$ cat src/rtl/l0_row_skew_feeder.sv
// l0_row_skew_feeder: per-row input FIFOs that feed the left edge of the mac_tile array.
// Row r pops r cycles after row 0, which produces the diagonal skew the systolic array needs.
module l0_row_skew_feeder #(
  parameter int ROW   = 8,
  parameter int bw    = 4,
  parameter int DEPTH = 16
) (
  input  logic              clk,
  input  logic              reset,
  input  logic              wr,
  input  logic [ROW*bw-1:0] in_vec,
  input  logic              rd,
  input  logic [1:0]        inst_in,
  output logic              full,
  output logic              ready,
  output logic              empty,
  output logic [ROW*bw-1:0] out_w,
  output logic [2*ROW-1:0]  inst_w,
  output logic              underflow
);
  localparam int AW = $clog2(DEPTH);
  localparam int PW = AW + 1;

  // Stage r of the delay line holds rd/inst_in issued r cycles ago; stage 0 is the live input.
  logic [ROW-1:1] rd_sr_q, rd_sr_d;
  logic [1:0]     inst_sr_q [1:ROW-1];
  logic [1:0]     inst_sr_d [1:ROW-1];
  logic [ROW-1:0] rd_dly;
  logic [1:0]     inst_dly [ROW];

  logic [ROW-1:0] row_full;
  logic [ROW-1:0] row_empty;
  logic [ROW-1:0] row_under;
  logic           push;
  logic           underflow_q, underflow_d;

  always_comb begin
    rd_sr_d[1]   = rd;
    inst_sr_d[1] = inst_in;
    for (int r = 2; r < ROW; r++) begin
      rd_sr_d[r]   = rd_sr_q[r-1];
      inst_sr_d[r] = inst_sr_q[r-1];
    end
  end

  always_comb begin
    rd_dly      = {rd_sr_q, rd};
    inst_dly[0] = inst_in;
    for (int r = 1; r < ROW; r++) begin
      inst_dly[r] = inst_sr_q[r];
    end
  end

  always_ff @(posedge clk or negedge reset) begin
    if (!reset) begin
      rd_sr_q <= '0;
      for (int r = 1; r < ROW; r++) begin
        inst_sr_q[r] <= 2'b00;
      end
      underflow_q <= 1'b0;
    end else begin
      rd_sr_q <= rd_sr_d;
      for (int r = 1; r < ROW; r++) begin
        inst_sr_q[r] <= inst_sr_d[r];
      end
      underflow_q <= underflow_d;
    end
  end

  // full comes from registered pointers only, so a pop in the same cycle never admits a write.
  assign full        = |row_full;
  assign ready       = ~full;
  assign empty       = &row_empty;
  assign push        = wr & ~full;
  assign underflow_d = underflow_q | (|row_under);
  assign underflow   = underflow_q;

  genvar gi;
  generate
    for (gi = 0; gi < ROW; gi++) begin : g_row
      logic [PW-1:0] wr_ptr_q, wr_ptr_d;
      logic [PW-1:0] rd_ptr_q, rd_ptr_d;
      logic [bw-1:0] out_q, out_d;
      logic [1:0]    inst_q, inst_d;
      logic [bw-1:0] mem [DEPTH];
      logic          pop;

      assign row_empty[gi] = (wr_ptr_q == rd_ptr_q);
      assign row_full[gi]  = (wr_ptr_q[AW-1:0] == rd_ptr_q[AW-1:0]) &&
                             (wr_ptr_q[AW] != rd_ptr_q[AW]);
      assign pop           = rd_dly[gi] & ~row_empty[gi];
      assign row_under[gi] = rd_dly[gi] & row_empty[gi];

      always_comb begin
        wr_ptr_d = wr_ptr_q;
        rd_ptr_d = rd_ptr_q;
        out_d    = out_q;
        inst_d   = 2'b00;
        if (push) begin
          wr_ptr_d = wr_ptr_q + PW'(1);
        end
        if (pop) begin
          rd_ptr_d = rd_ptr_q + PW'(1);
          out_d    = mem[rd_ptr_q[AW-1:0]];
          inst_d   = inst_dly[gi];
        end
      end

      always_ff @(posedge clk or negedge reset) begin
        if (!reset) begin
          wr_ptr_q <= '0;
          rd_ptr_q <= '0;
          out_q    <= '0;
          inst_q   <= 2'b00;
        end else begin
          wr_ptr_q <= wr_ptr_d;
          rd_ptr_q <= rd_ptr_d;
          out_q    <= out_d;
          inst_q   <= inst_d;
        end
      end

      // Storage is not reset; pointers alone define which entries are valid.
      always_ff @(posedge clk) begin
        if (push) begin
          mem[wr_ptr_q[AW-1:0]] <= in_vec[gi*bw +: bw];
        end
      end

      assign out_w[gi*bw +: bw] = out_q;
      assign inst_w[2*gi +: 2]  = inst_q;
    end
  endgenerate

endmodule

$ cat config.mk
export PLATFORM = sky130hd
export DESIGN_NAME = l0_row_skew_feeder
export DESIGN_NICKNAME = d
export VERILOG_FILES = /design/src/rtl/l0_row_skew_feeder.sv
export SDC_FILE = /design/constraint.sdc
export NUM_CORES = 1
export LEC_CHECK = 0
export CORE_MARGIN = 10
export CORE_UTILIZATION = 45
export DETAILED_ROUTE_END_ITERATION = 16
export SLEW_MARGIN = 10
export SYNTH_ARGS = -nofsm -noshare
export SYNTH_HDL_FRONTEND = slang
export SYNTH_SLANG_ARGS = --single-unit
$ cat constraint.sdc
create_clock -name clk -period 3.3 [get_ports clk]
set_clock_uncertainty 0.15 [all_clocks]
set_input_delay 0.66 -clock clk [delete_from_list [all_inputs] [get_ports clk]]
set_output_delay 0.66 -clock clk [all_outputs]
set_load 0.02 [all_outputs]
==> results.md <==
* Share of cells above drive strength 1 at 0.243
* Synth unique cells at 39
* Final #Nets at ~1800
* Worst path arrival time at roughly 2400 ps
* Via-to-Cell Ratio at 5.33
* Syn Area/Cell at ~18 um^2
* Die area at between 70000 and 80000 um^2
* Num Clock Sinks at approximately 660
* Final WS setup at between 80 and 90 ps
* Setup violations, final at 0
* WL per Instance at around 22 um
* Post-Route WL at approximately 55000 um
* Area of the core at approximately 59000 um^2
* CTS Buf Count at 70
* Worst Hold Depth at 0
* WP data required at about 2500 ps
* Pin count of the biggest net entering global routing at between 50 and 60
* Crit path time final at ~3200 ps
* Number of flops mapped to enable cells by yosys at ~510
* Detailed Route Iter0 Violations at approximately 1100
* Seq cells post-synth at 662
* Ports at 90
* Fin. max-slew vios at 0
* Fillers at approximately 4600
* Prevailing post-synth register cell: edfxtp_1
* Reg2Reg Depth at 11
* Gr usage total at 0.160
* Hold Crit Class: reg -> reg
* Setup TNS at 0 ps
* Clock buffer depth at 3
* Synthesized area at ~27000 um^2
* GRT Residual Overflow at 0
* Sequential Area at roughly 19000 um^2
* Run status: finished clean
* CTS tree: done
* Synthesis-to-finish area growth at 17.1%
* Fmax at slightly above 0.3 GHz
* Hold path endpoint: inst_dly[5]$_DFF_PN0_
* DR pass1 iterations at 5
* HPWL Detailed at 37800 um
* Post-place setup slack at -191 ps
* Slew margin rel. at 0.415
* # diodes at 0
* Post-synthesis sequential area ratio at 0.709
* Hold path start: inst_dly[7]$_DFF_PN0_
* Share of the synthesized area in the top cell type at 0.570
* Leakage power at approximately 11 nW
* Number of core rows at between 80 and 90
* Max-cap viol count at 0
* Chip width at between 200 and 300 um
* Global-route wire length before repair at 86300 um
* Initial antenna violation count at 0
* Cell count after synthesis at around 1500
* Crit Path Class: reg -> out
* DR vias at ~13000
* Worst vdd ir at about 0.0005 V
* Synth async-reset ratio at 0.227
* DRC violations left at 0
* Top cells by area, synth: edfxtp_1 57%, dfrtp_1 14%, mux4_2 13%
* Pwr/cell area at 954 nW/um^2
* RSZ-0062 raised after global routing: true
* Crit path max fanout at 5
* Reg2reg end: g_row[2].mem[11][1]$_DFFE_PP_
* Vias in the first global route at around 14000
* Clk Tree Root Cell: clkbuf_16
* Multi-input logic area at between 7000 and 8000 um^2
* Detail Route Antenna Nets at 0
* Yosys warns at 0
* Starting Density at 0.456
* R2R Setup Slk at 280 ps
* GP Congestion at a little under 0.8
* I/O Buffers at 89
* Fin crit share at 0.974
* Clock Latency Late Sink at between 600 and 700 ps
* Hold Slack at about 220 ps
* Syn_nets at about 1600
* Startpoint types: flop
* Final Hold Fails at 0
* Htree depth at 3
* Final Power at 30.1 mW
* Crit. End Element: output port
* Most frequent cell after synthesis: edfxtp_1
* Crit Reg-Reg Startpoint: g_row[0].wr_ptr_q[2]$_DFFE_PN0P_
* Worst Tran Pin Value at slightly below 900 ps
* Largest area contributor in the netlist: edfxtp_1
* Die Y at roughly 260 um
* Post-synth top cells: 512 x edfxtp_1, 160 x mux4_2, 150 x dfrtp_1
* Clk slew on worst S/H paths at approximately 60 ps
[through the flow]
step,instance area (um^2),std cells,utilization
CTS,31500,2511,0.533
global route,31600,2515,0.534
floorplan,27000,1505,-
detailed placement,29000,2372,0.491
finish,31600,2515,0.534
global placement,29000,2372,0.491
[layout make-up]
class / count / area share
Multi-Input combinational cell: 741 / 0.232
Clock buffer: 93 / 0.0635
Timing Repair Buffer: 193 / 0.0536
Sequential cell: 662 / 0.606
Tap cell: 773 / 0.0306
Clock inverter: 36 / 0.0116
Inverter: 17 / 0.00210
[report_power, final]
| part | switching (mW) | internal [mW] | total, mW |
|---|---|---|---|
| sequential | 0.762 | 10.6 | 11.3 |
| combinational | 5.89 | 4.92 | 10.8 |
| clock | 3.17 | 4.82 | 8.00 |
| total | 9.82 | 20.3 | 30.1 |
[critical path, stage by stage (launching register included)]
cell and delay (ps):
dfrtp_2 440, xnor2_1 140, nand4_1 190, or2_4 330, nor4_4 400, buf_4 180, buf_6 110
[kinds of logic after synthesis]
group                      after synthesis  synth area share
buffers and inverters                  102            0.0211
DFF                                    662             0.709
xor gates and xnor gates               112            0.0364
AOI/OAI and AO/OA                       22           0.00520
and+or+nand+nor                        407            0.0757
muxes                                  160             0.134
adders and majority gates               40            0.0186
[state kept, by name, indices dropped and copies added (netlist names)]
name,count
g_row.out_q,32
g_row.inst_q,16
g_row.wr_ptr_q,40
underflow,1
inst_dly,14
g_row.mem,512
rd_sr_q,7
g_row.rd_ptr_q,40
[layout by cell type (no fill, tap or decap), types with 10 or more instances in the layout]
| cell | count |
|---|---|
| clkinv_1 | 13 |
| dfrtp_1 | 146 |
| and2_1 | 15 |
| nand4_1 | 29 |
| buf_4 | 101 |
| clkbuf_16 | 74 |
| ha_1 | 40 |
| nand2_1 | 144 |
| nand3_1 | 19 |
| nand2b_1 | 14 |
| nor2_1 | 89 |
| and3_1 | 20 |
| nand3_2 | 18 |
| inv_1 | 16 |
| mux4_2 | 160 |
| nor3_1 | 26 |
| clkbuf_1 | 11 |
| clkdlybuf4s50_1 | 84 |
| xor2_1 | 25 |
| xnor2_1 | 86 |
| clkinv_2 | 10 |
| edfxtp_1 | 512 |
[what timing repair did]
item,CTS,global route
gates resized for setup,14,16
setup endpoints to repair,3,73
hold buffers,1,0
pin swaps,3,10
hold endpoints to repair,48,0
cloned,0,0
buffers inserted,9,4
[per-layer routing]
metal | global-route usage | routed length, um
met1 | 0.218 | 24500
met4 | 0.0486 | 919
met3 | 0.0312 | 2610
met2 | 0.258 | 27400
met5 | 0 | 0
[how the worst max path moves through the flow]
stage | from | endpoint | slack, ps | depth (start not counted)
CTS | g_row[3].wr_ptr_q[0]$_DFFE_PN0P_ | empty | -30 | 6
floorplan | g_row[6].rd_ptr_q[0]$_DFFE_PN0P_ | empty | 620 | 5
finish | g_row[3].wr_ptr_q[1]$_DFFE_PN0P_ | empty | 80 | 6
global placement | g_row[6].wr_ptr_q[0]$_DFFE_PN0P_ | empty | -190 | 6
detailed placement | g_row[0].wr_ptr_q[1]$_DFFE_PN0P_ | empty | -190 | 7
global route | g_row[3].wr_ptr_q[3]$_DFFE_PN0P_ | empty | -30 | 6
Power figures use the tool's default switching activity.
